$ cat src/rtl/lzx_gate_pkg.sv
// Mode encoding shared by the 74-series style blocks of the gate library.
// The mode constants are used by both the RTL and the benches.
package lzx_gate_pkg;

    localparam logic [1:0] MODE_HOLD = 2'b00;
    localparam logic [1:0] MODE_SHR  = 2'b01;
    localparam logic [1:0] MODE_SHL  = 2'b10;
    localparam logic [1:0] MODE_LOAD = 2'b11;

endpackage

$ cat src/rtl/lzx_shift_store_reg_if.sv
// Control/data bundle of the universal shift/storage register.
// The master drives mode, serial, parallel and strobe inputs; the slave returns Q and the cascade/full flags.
interface lzx_shift_store_reg_if #(parameter int WIDTH = 8);

    logic [1:0]       S;
    logic             DSR;
    logic             DSL;
    logic [WIDTH-1:0] P;
    logic             ST;
    logic             OE_N;
    logic [WIDTH-1:0] Q;
    logic             QSR;
    logic             QSL;
    logic             FULL;

    modport master (
        output S, DSR, DSL, P, ST, OE_N,
        input  Q, QSR, QSL, FULL
    );

    modport slave (
        input  S, DSR, DSL, P, ST, OE_N,
        output Q, QSR, QSL, FULL
    );

endinterface

$ cat src/rtl/lzx_univ_shift_core.sv
// 74HC194-style shift stage: hold, shift right, shift left, parallel load.
// Cascade outputs are taken straight from the end bits of the stage.
module lzx_univ_shift_core
    import lzx_gate_pkg::*;
#(
    parameter int WIDTH = 8
) (
    input  logic             clk,
    input  logic             rst_n,
    input  logic [1:0]       mode,
    input  logic             dsr,
    input  logic             dsl,
    input  logic [WIDTH-1:0] p,
    output logic [WIDTH-1:0] sr,
    output logic             qsr,
    output logic             qsl
);

    always_ff @(posedge clk or negedge rst_n) begin
        if (!rst_n) begin
            sr <= '0;
        end else begin
            case (mode)
                MODE_SHR:  sr <= {dsr, sr[WIDTH-1:1]};
                MODE_SHL:  sr <= {sr[WIDTH-2:0], dsl};
                MODE_LOAD: sr <= p;
                default:   sr <= sr;
            endcase
        end
    end

    assign qsr = sr[0];
    assign qsl = sr[WIDTH-1];

endmodule

$ cat src/rtl/lzx_shift_store_reg.sv
// Universal shift register with a pipelined storage stage, shift counter and gated outputs.
// The storage stage captures the shift stage as it was before the strobing edge.
module lzx_shift_store_reg
    import lzx_gate_pkg::*;
#(
    parameter  int WIDTH = 8,
    localparam int CNT_W = $clog2(WIDTH + 1)
) (
    input  logic                 CLK,
    input  logic                 RD,
    lzx_shift_store_reg_if.slave bus
);

    logic [WIDTH-1:0] sr;
    logic [WIDTH-1:0] st_r;
    logic [CNT_W-1:0] cnt;
    logic             qsr;
    logic             qsl;

    lzx_univ_shift_core #(.WIDTH(WIDTH)) u_core (
        .clk   (CLK),
        .rst_n (RD),
        .mode  (bus.S),
        .dsr   (bus.DSR),
        .dsl   (bus.DSL),
        .p     (bus.P),
        .sr    (sr),
        .qsr   (qsr),
        .qsl   (qsl)
    );

    // A strobe restarts word assembly, so it outranks a coincident shift.
    always_ff @(posedge CLK or negedge RD) begin
        if (!RD) begin
            st_r <= '0;
            cnt  <= '0;
        end else begin
            if (bus.ST) begin
                st_r <= sr;
            end
            if (bus.ST) begin
                cnt <= '0;
            end else begin
                case (bus.S)
                    MODE_LOAD: cnt <= '0;
                    MODE_SHR, MODE_SHL: begin
                        if (cnt != CNT_W'(WIDTH)) begin
                            cnt <= cnt + CNT_W'(1);
                        end
                    end
                    default: cnt <= cnt;
                endcase
            end
        end
    end

    assign bus.Q    = bus.OE_N ? '0 : st_r;
    assign bus.QSR  = qsr;
    assign bus.QSL  = qsl;
    assign bus.FULL = (cnt == CNT_W'(WIDTH));

endmodule

$ cat src/flat_wrapper.sv
// flat-port wrapper written by rule: the top's interface ports become plain ports
module lzx_shift_store_reg_flat import lzx_gate_pkg::*;
#(
    parameter  int WIDTH = 8,
    localparam int CNT_W = $clog2(WIDTH + 1)
)
  (CLK, RD, bus_S, bus_DSR, bus_DSL, bus_P, bus_ST, bus_OE_N, bus_Q, bus_QSR, bus_QSL, bus_FULL);
  lzx_shift_store_reg_if #(.WIDTH(WIDTH)) bus_i ();
  input  logic CLK;
  input  logic RD;
  input wire logic [$bits(bus_i.S)-1:0] bus_S;
  input wire logic [$bits(bus_i.DSR)-1:0] bus_DSR;
  input wire logic [$bits(bus_i.DSL)-1:0] bus_DSL;
  input wire logic [$bits(bus_i.P)-1:0] bus_P;
  input wire logic [$bits(bus_i.ST)-1:0] bus_ST;
  input wire logic [$bits(bus_i.OE_N)-1:0] bus_OE_N;
  output wire logic [$bits(bus_i.Q)-1:0] bus_Q;
  output wire logic [$bits(bus_i.QSR)-1:0] bus_QSR;
  output wire logic [$bits(bus_i.QSL)-1:0] bus_QSL;
  output wire logic [$bits(bus_i.FULL)-1:0] bus_FULL;
  assign bus_i.S = bus_S;
  assign bus_i.DSR = bus_DSR;
  assign bus_i.DSL = bus_DSL;
  assign bus_i.P = bus_P;
  assign bus_i.ST = bus_ST;
  assign bus_i.OE_N = bus_OE_N;
  assign bus_Q = bus_i.Q;
  assign bus_QSR = bus_i.QSR;
  assign bus_QSL = bus_i.QSL;
  assign bus_FULL = bus_i.FULL;
  lzx_shift_store_reg #(.WIDTH(WIDTH)) u_core (.CLK(CLK), .RD(RD), .bus(bus_i));
endmodule
$ cat config.mk
export PLATFORM = sky130hd
export DESIGN_NAME = lzx_shift_store_reg_flat
export DESIGN_NICKNAME = d
export VERILOG_FILES = /design/src/rtl/lzx_gate_pkg.sv /design/src/rtl/lzx_shift_store_reg_if.sv /design/src/rtl/lzx_univ_shift_core.sv /design/src/rtl/lzx_shift_store_reg.sv /design/src/flat_wrapper.sv
export SDC_FILE = /design/constraint.sdc
export NUM_CORES = 1
export LEC_CHECK = 0
export ABC_AREA = 1
export CAP_MARGIN = 5
export CORE_MARGIN = 3
export CORE_UTILIZATION = 45
export DETAILED_ROUTE_END_ITERATION = 8
export GPL_TIMING_DRIVEN = 0
export PLACE_DENSITY = 0.72
export SYNTH_ARGS = -nofsm -noshare
export SYNTH_HDL_FRONTEND = slang
export SYNTH_SLANG_ARGS = --single-unit
$ cat constraint.sdc
create_clock -name CLK -period 2.65 [get_ports CLK]
set_input_delay 0.53 -clock CLK [delete_from_list [all_inputs] [get_ports CLK]]
set_output_delay 0.53 -clock CLK [all_outputs]
set_load 0.02 [all_outputs]
==> impl_metrics.json, run 1 <==
{
  "status": "completed",
  "maxSlewViolCount": 0,
  "r2r_slack_ns": 1.47,
  "post-route-period-util_pct": 87.01,
  "path_class": "reg -> out",
  "p_sw_share_pct": 31.43,
  "synth_edf_count": 0,
  "hpwl_mm": 1.693,
  "ys_top_cells_by_area": "dfrtp_1, nand2_1, nor2_1",
  "post_drt_via_cell_ratio": 4.869,
  "synth_top_cell_area_share_pct": 44.35,
  "hold_viol_final": 0,
  "synth_nets": 164,
  "max_cap_violations": 0,
  "cts_tree": "done",
  "wl_per_cell_um": 10.73,
  "ys_seq_elements": 20,
  "synthArstFlopShare_pct": 100.0,
  "grt_start_max_net_pins": 21,
  "start_util_pct": 49.13,
  "power.share.combinational_pct": 28.2,
  "core_um2": 2297,
  "drt_iter0_drc": 27,
  "synth_warnings": 0,
  "grt-ovfl-total": 0,
  "cts_resized": 0,
  "crit_required_ns": 2.12,
  "vias": 964,
  "rows": 17,
  "cts_hold_buffers": 0,
  "max_freq_mhz": 433.7,
  "cts_sinks": 20,
  "worst_pin_slew_ns": 0.8473,
  "r2r_cells": 7,
  "grt_pass1_wl_mm": 3.939,
  "insertion_delay_ns": 0.28,
  "r2r_start": "u_core.cnt[0]$_DFFE_PN0P_",
  "drive_gt1_share_pct": 9.412,
  "reg2reg_to": "u_core.cnt[2]$_DFFE_PN0P_",
  "fp.dieH_um": 56.08,
  "antenna_cells": 0,
  "p_sw_uw": 226.7,
  "antenna_found_initial": 0,
  "wirelength_mm": 2.124,
  "fin_util_pct": 62.09,
  "die_area_um2": 3145,
  "syn_area_per_cell_um2": 7.892,
  "p_per_area_nw_per_um2": 505.7,
  "drc": 0,
  "gp_congestion": 0.7223,
  "synth_area_leader_cell": "dfrtp_1",
  "worstPathArrival_ns": 1.78,
  "drt_pre_antenna_iters": 4,
  "endpoint_kind": "output pin",
  "power.share.sequential_pct": 53.1,
  "yosysUniqueCellTypes": 20,
  "boundaryPins": 27,
  "power_uw": 721.3,
  "htreeDepth": 1,
  "min_path_cells": 2,
  "startpoint": "u_core.cnt[0]$_DFFE_PN0P_",
  "path_clk_slew_ns": 0.10,
  "die_w_um": 56.08,
  "hp-start": "u_core.st_r[7]$_DFFE_PN0P_",
  "grt_pass1_vias": 934,
  "worstPathMaxFanout": 5,
  "setup_viol": 0,
  "yosysSeqAreaShare_pct": 44.35,
  "gr-usage-all-layers_pct": 15.56,
  "peakVddDrop_uv": 285.6,
  "numPortBuffers": 24,
  "p_int_uw": 494.6,
  "skew_ns": 0.0009202,
  "synthTopCellsByCount": "nand2_1, nor2_1, dfrtp_1",
  "place_ws_ns": 0.6613,
  "netlist_area_um2": 1129,
  "maxSlewHeadroom_pct": 43.34,
  "start_kind": "register",
  "finalWorstSetupSlack_ns": 0.3442,
  "synth_cells": 143,
  "numCtsBuffers": 3,
  "hp-class": "reg -> reg",
  "pwr-share-clk_pct": 18.7,
  "postRouteAntennaNets": 0,
  "final.min_clock_period_ns": 2.306,
  "rsz0062_at_grt": "no",
  "root_buffer": "clkbuf_4",
  "p_leak_nw": 0.6999,
  "holdPathEnd": "u_core.st_r[7]$_DFFE_PN0P_",
  "areaGrowthSynthToFinish_pct": 26.39,
  "whs_ns": 0.5189,
  "max-clock-path-buffers": 2,
  "nNetsFinal": 193,
  "cts_setup_buffers": 0,
  "yosysMostFrequentCell": "nand2_1",
  "yosys_most_used_dff": "dfrtp_1",
  "tns_ns": 0
}
-- stage by stage --
stage	area (um2)	std cells
after detailed placement	1404	195
after CTS	1426	198
final	1426	198
after global placement	1404	195
after floorplan	1129	143
after global routing	1426	198
-- sequential cells by signal (all words and copies together), names as in the netlist --
register and flops:
u_core.cnt 4, u_core.u_core.sr 8, u_core.st_r 8
-- cells by family (layout without fill, tap and decap cells) --
logic type	Yosys count	count (layout)	share of synthesized area, %
AND/OR/NAND/NOR	76	76	31.38
AO/OA/AOI/OAI	17	17	8.536
flip-flops	20	20	44.35
XOR/XNOR	1	1	0.7762
adder cells (fa/ha/maj)	5	5	5.543
buffers and inverters	24	51	9.422
-- worst max-delay path by stage --
stage / slack, ns / to / cells after the start
2_1_floorplan: 1.12 / bus_Q[0] / 2
3_3_place_gp: 0.68 / bus_FULL / 5
3_5_place_dp: 0.66 / bus_FULL / 5
5_1_grt: 0.25 / bus_FULL / 5
6_report: 0.34 / bus_FULL / 5
4_1_cts: 0.33 / bus_FULL / 5
-- power groups by stage --
stage	sequential [mW]	combinational, mW	clock (mW)
finish	0.383	0.203	0.135
global placement	0.386	0.200	0
global route	0.390	0.229	0.156
floorplan	0.384	0.123	0
CTS	0.383	0.207	0.144
detailed placement	0.389	0.206	0
-- per-layer routing --
| metal | track usage, % | vias to the layer above | part of all wire (%) |
|---|---|---|---|
| li1 | - | 500 | - |
| met1 | 20.35 | 441 | 49 |
| met2 | 25.21 | 23 | 47 |
| met3 | 2.320 | 0 | 4.7 |
| met4 | 7.119 | 0 | 0 |
| met5 | 0 | - | 0 |
-- critical path, cell delays in order (launching register included) --
cell	delay (ns)
dfrtp_1	0.44
inv_1	0.10
ha_1	0.19
nand3_4	0.11
inv_1	0.07
clkdlybuf4s50_1	0.59
-- area by class of cell --
class / instances / area [um2]
Tap cell: 28 / 35.03
Inverter: 18 / 67.56
Buffer: 6 / 38.79
Sequential cell: 20 / 500.5
Clock buffer: 3 / 22.52
Fill cell: 216 / 870.8
Multi-Input combinational cell: 99 / 521.8
Timing Repair Buffer: 24 / 240.2
-- cells in the final DEF, fill, tap and decap left out, drive strengths merged --
| master | instances |
|---|---|
| a21oi | 9 |
| clkbuf | 4 |
| nor2 | 26 |
| dfrtp | 20 |
| buf | 5 |
| inv | 18 |
| ha | 5 |
| nand4 | 3 |
| nand2 | 33 |
| clkdlybuf4s50 | 24 |
| nand3 | 14 |
| o21ai | 8 |
| xor2 | 1 |
(Power assumes the default switching activity.)
==> inputs of run 2 (changes only) <==
--- a/config.mk
+++ b/config.mk
@@ -8,10 +8,10 @@
 export ABC_AREA = 1
 export CAP_MARGIN = 5
 export CORE_MARGIN = 3
-export CORE_UTILIZATION = 45
+export CORE_UTILIZATION = 50
 export DETAILED_ROUTE_END_ITERATION = 8
 export GPL_TIMING_DRIVEN = 0
-export PLACE_DENSITY = 0.72
+export PLACE_DENSITY = 0.79
 export SYNTH_ARGS = -nofsm -noshare
 export SYNTH_HDL_FRONTEND = slang
 export SYNTH_SLANG_ARGS = --single-unit
==> impl_metrics.json, run 2 (synthesized netlist as in run 1, its figures left out) <==
{
  "status": "completed",
  "p_leak_nw": 0.7141,
  "path_class": "reg -> out",
  "cts_sinks": 20,
  "max_freq_mhz": 424.5,
  "whs_ns": 0.5115,
  "maxSlewHeadroom_pct": 43.48,
  "antenna_found_initial": 0,
  "gp_congestion": 0.8023,
  "layout_common_cells": "nand2_1, nor2_1, clkdlybuf4s50_1",
  "startpoint": "u_core.cnt[0]$_DFFE_PN0P_",
  "boundaryPins": 27,
  "antenna_cells": 0,
  "max-clock-path-buffers": 2,
  "postRouteAntennaNets": 0,
  "drt_iter0_drc": 18,
  "skew_ns": 0.007600,
  "wl_met3_um": 101,
  "wl_met2_um": 982,
  "endpoint_kind": "output pin",
  "p_per_area_nw_per_um2": 571.5,
  "fp.dieH_um": 53.51,
  "reg2reg_to": "u_core.cnt[3]$_DFFE_PN0P_",
  "wl_per_cell_um": 10.49,
  "core_um2": 2042,
  "reg.largest.list": "u_core.st_r (8), u_core.u_core.sr (8), u_core.cnt (4)",
  "cts_setup_buffers": 0,
  "start_kind": "register",
  "rows": 16,
  "cts_resized": 0,
  "numPortBuffers": 24,
  "gr-usage-all-layers_pct": 16.58,
  "drc": 0,
  "rsz0062_at_grt": "no",
  "die_area_um2": 2863,
  "areaGrowthSynthToFinish_pct": 28.94,
  "grt_pass1_wl_mm": 3.505,
  "max_cap_violations": 0,
  "worstPathArrival_ns": 1.83,
  "r2r_cells": 7,
  "start_util_pct": 55.27,
  "tns_ns": 0,
  "met1Wirelength_um": 968,
  "root_buffer": "clkbuf_4",
  "grt_pass1_vias": 893,
  "crit_required_ns": 2.12,
  "mostFrequentLayoutCell": "nand2_1",
  "crit_end": "bus_FULL",
  "r2r_slack_ns": 1.45,
  "cts_tree": "done",
  "grt-ovfl-total": 0,
  "cts_hold_buffers": 0,
  "nNetsFinal": 193,
  "htreeDepth": 1,
  "insertion_delay_ns": 0.30,
  "grt_start_max_net_pins": 21,
  "die_w_um": 53.51,
  "wirelength_mm": 2.077,
  "worst_pin_slew_ns": 0.8452,
  "path_clk_slew_ns": 0.11,
  "final.min_clock_period_ns": 2.356,
  "maxSlewViolCount": 0,
  "post-route-period-util_pct": 88.90,
  "setup_viol": 0,
  "post_drt_via_cell_ratio": 4.929,
  "vias": 976,
  "fill_cells": 176,
  "peakVddDrop_uv": 274.7,
  "hold_viol_final": 0,
  "numCtsBuffers": 3,
  "drive_gt1_share_pct": 9.942,
  "drt_pre_antenna_iters": 4,
  "highest_layer": "met4",
  "hpwl_mm": 1.637,
  "hp-class": "in -> reg",
  "r2r_start": "u_core.cnt[0]$_DFFE_PN0P_",
  "worstPathMaxFanout": 5
}
==> run 2: cell count changes in the layout (fill, tap and decap cells not counted) <==
cell,previous run,this run
bufinv_16,0,1
==> run 2: where the power goes <==
group | total (mW) | internal [mW] | switching (mW) | leakage, nW
logic | 0.205 | 0.0933 | 0.111 | 0.442
clock network | 0.244 | 0.153 | 0.0914 | 0.0279
registers | 0.383 | 0.348 | 0.0344 | 0.244
==> run 2: per-layer routing <==
layer / global-route usage, % / vias up
met2: 29.39 / 25
met1: 19.93 / 445
met3: 1.972 / 2
li1: - / 504
met4: 7.234 / 0
met5: 0 / -
==> run 2: final cells by class <==
type | instances | area [um2] | area share, %
Multi-Input combinational cell | 99 | 521.8 | 35.86
Sequential cell | 20 | 500.5 | 34.39
Timing Repair Buffer | 24 | 240.2 | 16.51
Inverter | 18 | 67.56 | 4.643
Buffer | 6 | 38.79 | 2.666
Tap cell | 27 | 33.78 | 2.322
Clock inverter | 1 | 30.03 | 2.064
Clock buffer | 3 | 22.52 | 1.548
==> run 2: metrics by stage <==
step / setup WS [ns] / instances / total power, mW / cell area [um2] / util, %
6_report: 0.2941 / 198 / 0.8316 / 1455 / 71.26
5_1_grt: 0.2383 / 198 / 0.8798 / 1455 / 71.26
4_1_cts: 0.2925 / 198 / 0.8351 / 1455 / 71.26
3_5_place_dp: 0.6370 / 194 / 0.5926 / 1403 / 68.69
3_3_place_gp: 0.6813 / 194 / 0.5848 / 1403 / 68.69
2_1_floorplan: 1.122 / 143 / 0.5071 / 1129 / -
==> run 2: worst max-delay path: stages (launching register included) <==
cell and delay (ns):
dfrtp_1 0.44, inv_1 0.11, ha_1 0.19, nand3_4 0.11
inv_1 0.08, clkdlybuf4s50_1 0.61
==> run 2: how the worst min path moves through the flow <==
stage / from / to / cells after the start
floorplan: RD / u_core.cnt[0]$_DFFE_PN0P_ / 0
global placement: u_core.st_r[1]$_DFFE_PN0P_ / u_core.st_r[1]$_DFFE_PN0P_ / 2
detailed placement: u_core.st_r[7]$_DFFE_PN0P_ / u_core.st_r[7]$_DFFE_PN0P_ / 2
CTS: bus_ST / u_core.st_r[7]$_DFFE_PN0P_ / 2
global route: bus_ST / u_core.st_r[7]$_DFFE_PN0P_ / 2
finish: bus_ST / u_core.st_r[7]$_DFFE_PN0P_ / 2
==> inputs of run 3 (changes only) <==
--- a/config.mk
+++ b/config.mk
@@ -5,13 +5,12 @@
 export SDC_FILE = /design/constraint.sdc
 export NUM_CORES = 1
 export LEC_CHECK = 0
-export ABC_AREA = 1
 export CAP_MARGIN = 5
 export CORE_MARGIN = 3
 export CORE_UTILIZATION = 50
 export DETAILED_ROUTE_END_ITERATION = 8
 export GPL_TIMING_DRIVEN = 0
-export PLACE_DENSITY = 0.79
+export PLACE_DENSITY = 0.8
 export SYNTH_ARGS = -nofsm -noshare
 export SYNTH_HDL_FRONTEND = slang
 export SYNTH_SLANG_ARGS = --single-unit
==> impl_metrics.json, run 3 <==
{
  "cp_cell_sequence": "inv_1, ha_1, nand3b_1, inv_2, clkdlybuf4s50_1",
  "syn_area_per_cell_um2": 10.31,
  "synth_top_cell_area_share_pct": 46.24,
  "hold_viol_final": 0,
  "netlist_area_um2": 1082,
  "antenna_found_initial": 0,
  "reg.largest.list": "u_core.st_r (8), u_core.u_core.sr (8), u_core.cnt (4)",
  "synthArstFlopShare_pct": 100.0,
  "nNetsFinal": 157,
  "synth_nets": 126,
  "postRouteAntennaNets": 0,
  "cts_hold_buffers": 0,
  "drt_pre_antenna_iters": 4,
  "die_area_um2": 2759,
  "tns_ns": 0,
  "rows": 16,
  "drt_iter0_drc": 20,
  "synth_edf_count": 0,
  "slowest_delay_ns": 0.61,
  "post_drt_via_cell_ratio": 5.497,
  "max_freq_mhz": 406.6,
  "setup_viol": 0,
  "grt_pass1_vias": 822,
  "maxSlewHeadroom_pct": 41.85,
  "maxSlewViolCount": 0,
  "numCtsBuffers": 3,
  "cts_resized": 0,
  "boundaryPins": 27,
  "wirelength_mm": 2.322,
  "start_util_pct": 54.06,
  "worstPathArrival_ns": 1.93,
  "whs_ns": 0.5095,
  "htreeDepth": 1,
  "endpoint_kind": "output pin",
  "path_clk_slew_ns": 0.10,
  "hpwl_mm": 1.789,
  "final_cells": 161,
  "dpl-instance-area_um2": 1376,
  "yosys_most_used_dff": "dfrtp_1",
  "dp_cells": 158,
  "mostFrequentLayoutCell": "clkdlybuf4s50_1",
  "insertion_delay_ns": 0.29,
  "fill_cells": 157,
  "p_leak_nw": 0.6140,
  "layout_common_cells": "clkdlybuf4s50_1, dfrtp_1, inv_1",
  "status": "completed",
  "areaGrowthSynthToFinish_pct": 29.25,
  "rsz0062_at_grt": "no",
  "post-route-period-util_pct": 92.81,
  "yosysMostFrequentCell": "dfrtp_1",
  "start_kind": "register",
  "p_per_area_nw_per_um2": 558.6,
  "yosysUniqueCellTypes": 22,
  "wl_per_cell_um": 14.42,
  "synth_warnings": 0,
  "yosysSeqAreaShare_pct": 46.24,
  "drive_gt1_share_pct": 14.18,
  "cts_sinks": 20,
  "grt_start_max_net_pins": 21,
  "vias": 885,
  "hp-class": "reg -> reg",
  "die_w_um": 52.53,
  "root_buffer": "clkbuf_4",
  "cts_setup_buffers": 0,
  "max_cap_violations": 0,
  "crit_required_ns": 2.12,
  "fp.dieH_um": 52.53,
  "synthTopCellsByCount": "dfrtp_1, inv_1, a21oi_1",
  "grt-ovfl-total": 0,
  "peakVddDrop_uv": 391.6,
  "synth_area_leader_cell": "dfrtp_1",
  "gr-usage-all-layers_pct": 19.76,
  "grt_pass1_wl_mm": 3.884,
  "synth_cells": 105,
  "numPortBuffers": 26,
  "drc": 0,
  "gp_congestion": 0.7536,
  "antenna_cells": 0,
  "worst_pin_slew_ns": 0.8695,
  "cts_tree": "done",
  "ys_top_cells_by_area": "dfrtp_1, mux2_2, a22o_1",
  "core_um2": 2002,
  "skew_ns": 0.0006926,
  "final_area_um2": 1399,
  "ys_seq_elements": 20,
  "max-clock-path-buffers": 2,
  "path_class": "reg -> out",
  "crit_path_top_delay_cell": "clkdlybuf4s50_1",
  "final.min_clock_period_ns": 2.459,
  "worstPathMaxFanout": 4
}
-- run 3: cell count changes after synthesis, moves of 4 or more --
cell      change
a211oi_1      +9
nand2_1      -30
a22o_1        +8
buf_4         -4
o21ai_1       -6
nand3_1       -9
nor2b_1       +9
nor2_1       -23
mux2_2        +8
-- run 3: final cells by class --
type / instances / area (um2) / share of cell area [%]
sequential: 20 / 500.5 / 35.78
multi-input combinational: 65 / 494.2 / 35.33
timing repair buffer: 26 / 260.3 / 18.60
inverter: 14 / 52.55 / 3.757
buffer: 6 / 35.03 / 2.504
tap: 27 / 33.78 / 2.415
clock buffer: 3 / 22.52 / 1.610
-- run 3: final timing paths --
check | slack [ns] | cells past startpoint | from | endpoint
min | 0.51 | 1 | u_core.st_r[4]$_DFFE_PN0P_ | u_core.st_r[4]$_DFFE_PN0P_
max reg2reg | 1.31 | 6 | u_core.cnt[0]$_DFFE_PN0P_ | u_core.cnt[1]$_DFFE_PN0P_
min in group asynchronous | 0.72 | 1 | RD | u_core.cnt[2]$_DFFE_PN0P_
min reg2reg | 0.51 | 1 | u_core.st_r[4]$_DFFE_PN0P_ | u_core.st_r[4]$_DFFE_PN0P_
max in group asynchronous | 1.40 | 1 | RD | u_core.st_r[6]$_DFFE_PN0P_
max | 0.19 | 5 | u_core.cnt[0]$_DFFE_PN0P_ | bus_FULL
-- run 3: worst max-delay path: cells and delay by family (launching register included) --
kind                     cells  cell delay, ns
buffers and inverters        3            0.86
flip-flops                   1            0.44
AND/OR/NAND/NOR              1            0.17
adder cells (fa/ha/maj)      1            0.16
-- run 3: power by group --
part	leakage [nW]	total (mW)	switching (mW)	internal (mW)
clock network	0.0138	0.140	0.0874	0.0529
registers	0.239	0.401	0.0437	0.357
logic	0.361	0.240	0.111	0.130
total	0.614	0.781	0.242	0.539
-- run 3: stage by stage --
stage	util [%]	power [mW]	setup WS (ns)
floorplan	-	0.5369	1.011
global placement	68.75	0.6341	0.2786
detailed placement	68.75	0.6477	0.2781
CTS	69.88	0.7858	0.2014
global route	69.88	0.8345	0.06343
finish	69.88	0.7814	0.1906
-- run 3: cell families after synthesis --
kind of cell,count (synthesis),synth area share [%]
muxes,8,8.324
buffers and inverters,20,8.092
adders and majority gates,5,5.780
DFF,20,46.24
AOI/OAI and AO/OA,30,19.08
and+or+nand+nor,22,12.49
-- run 3: per-layer routing --
layer	global-route usage (%)	wire length, um
met3	4.274	114
met5	0	0
met4	8.936	43
met2	28.51	1037
met1	28.03	1126
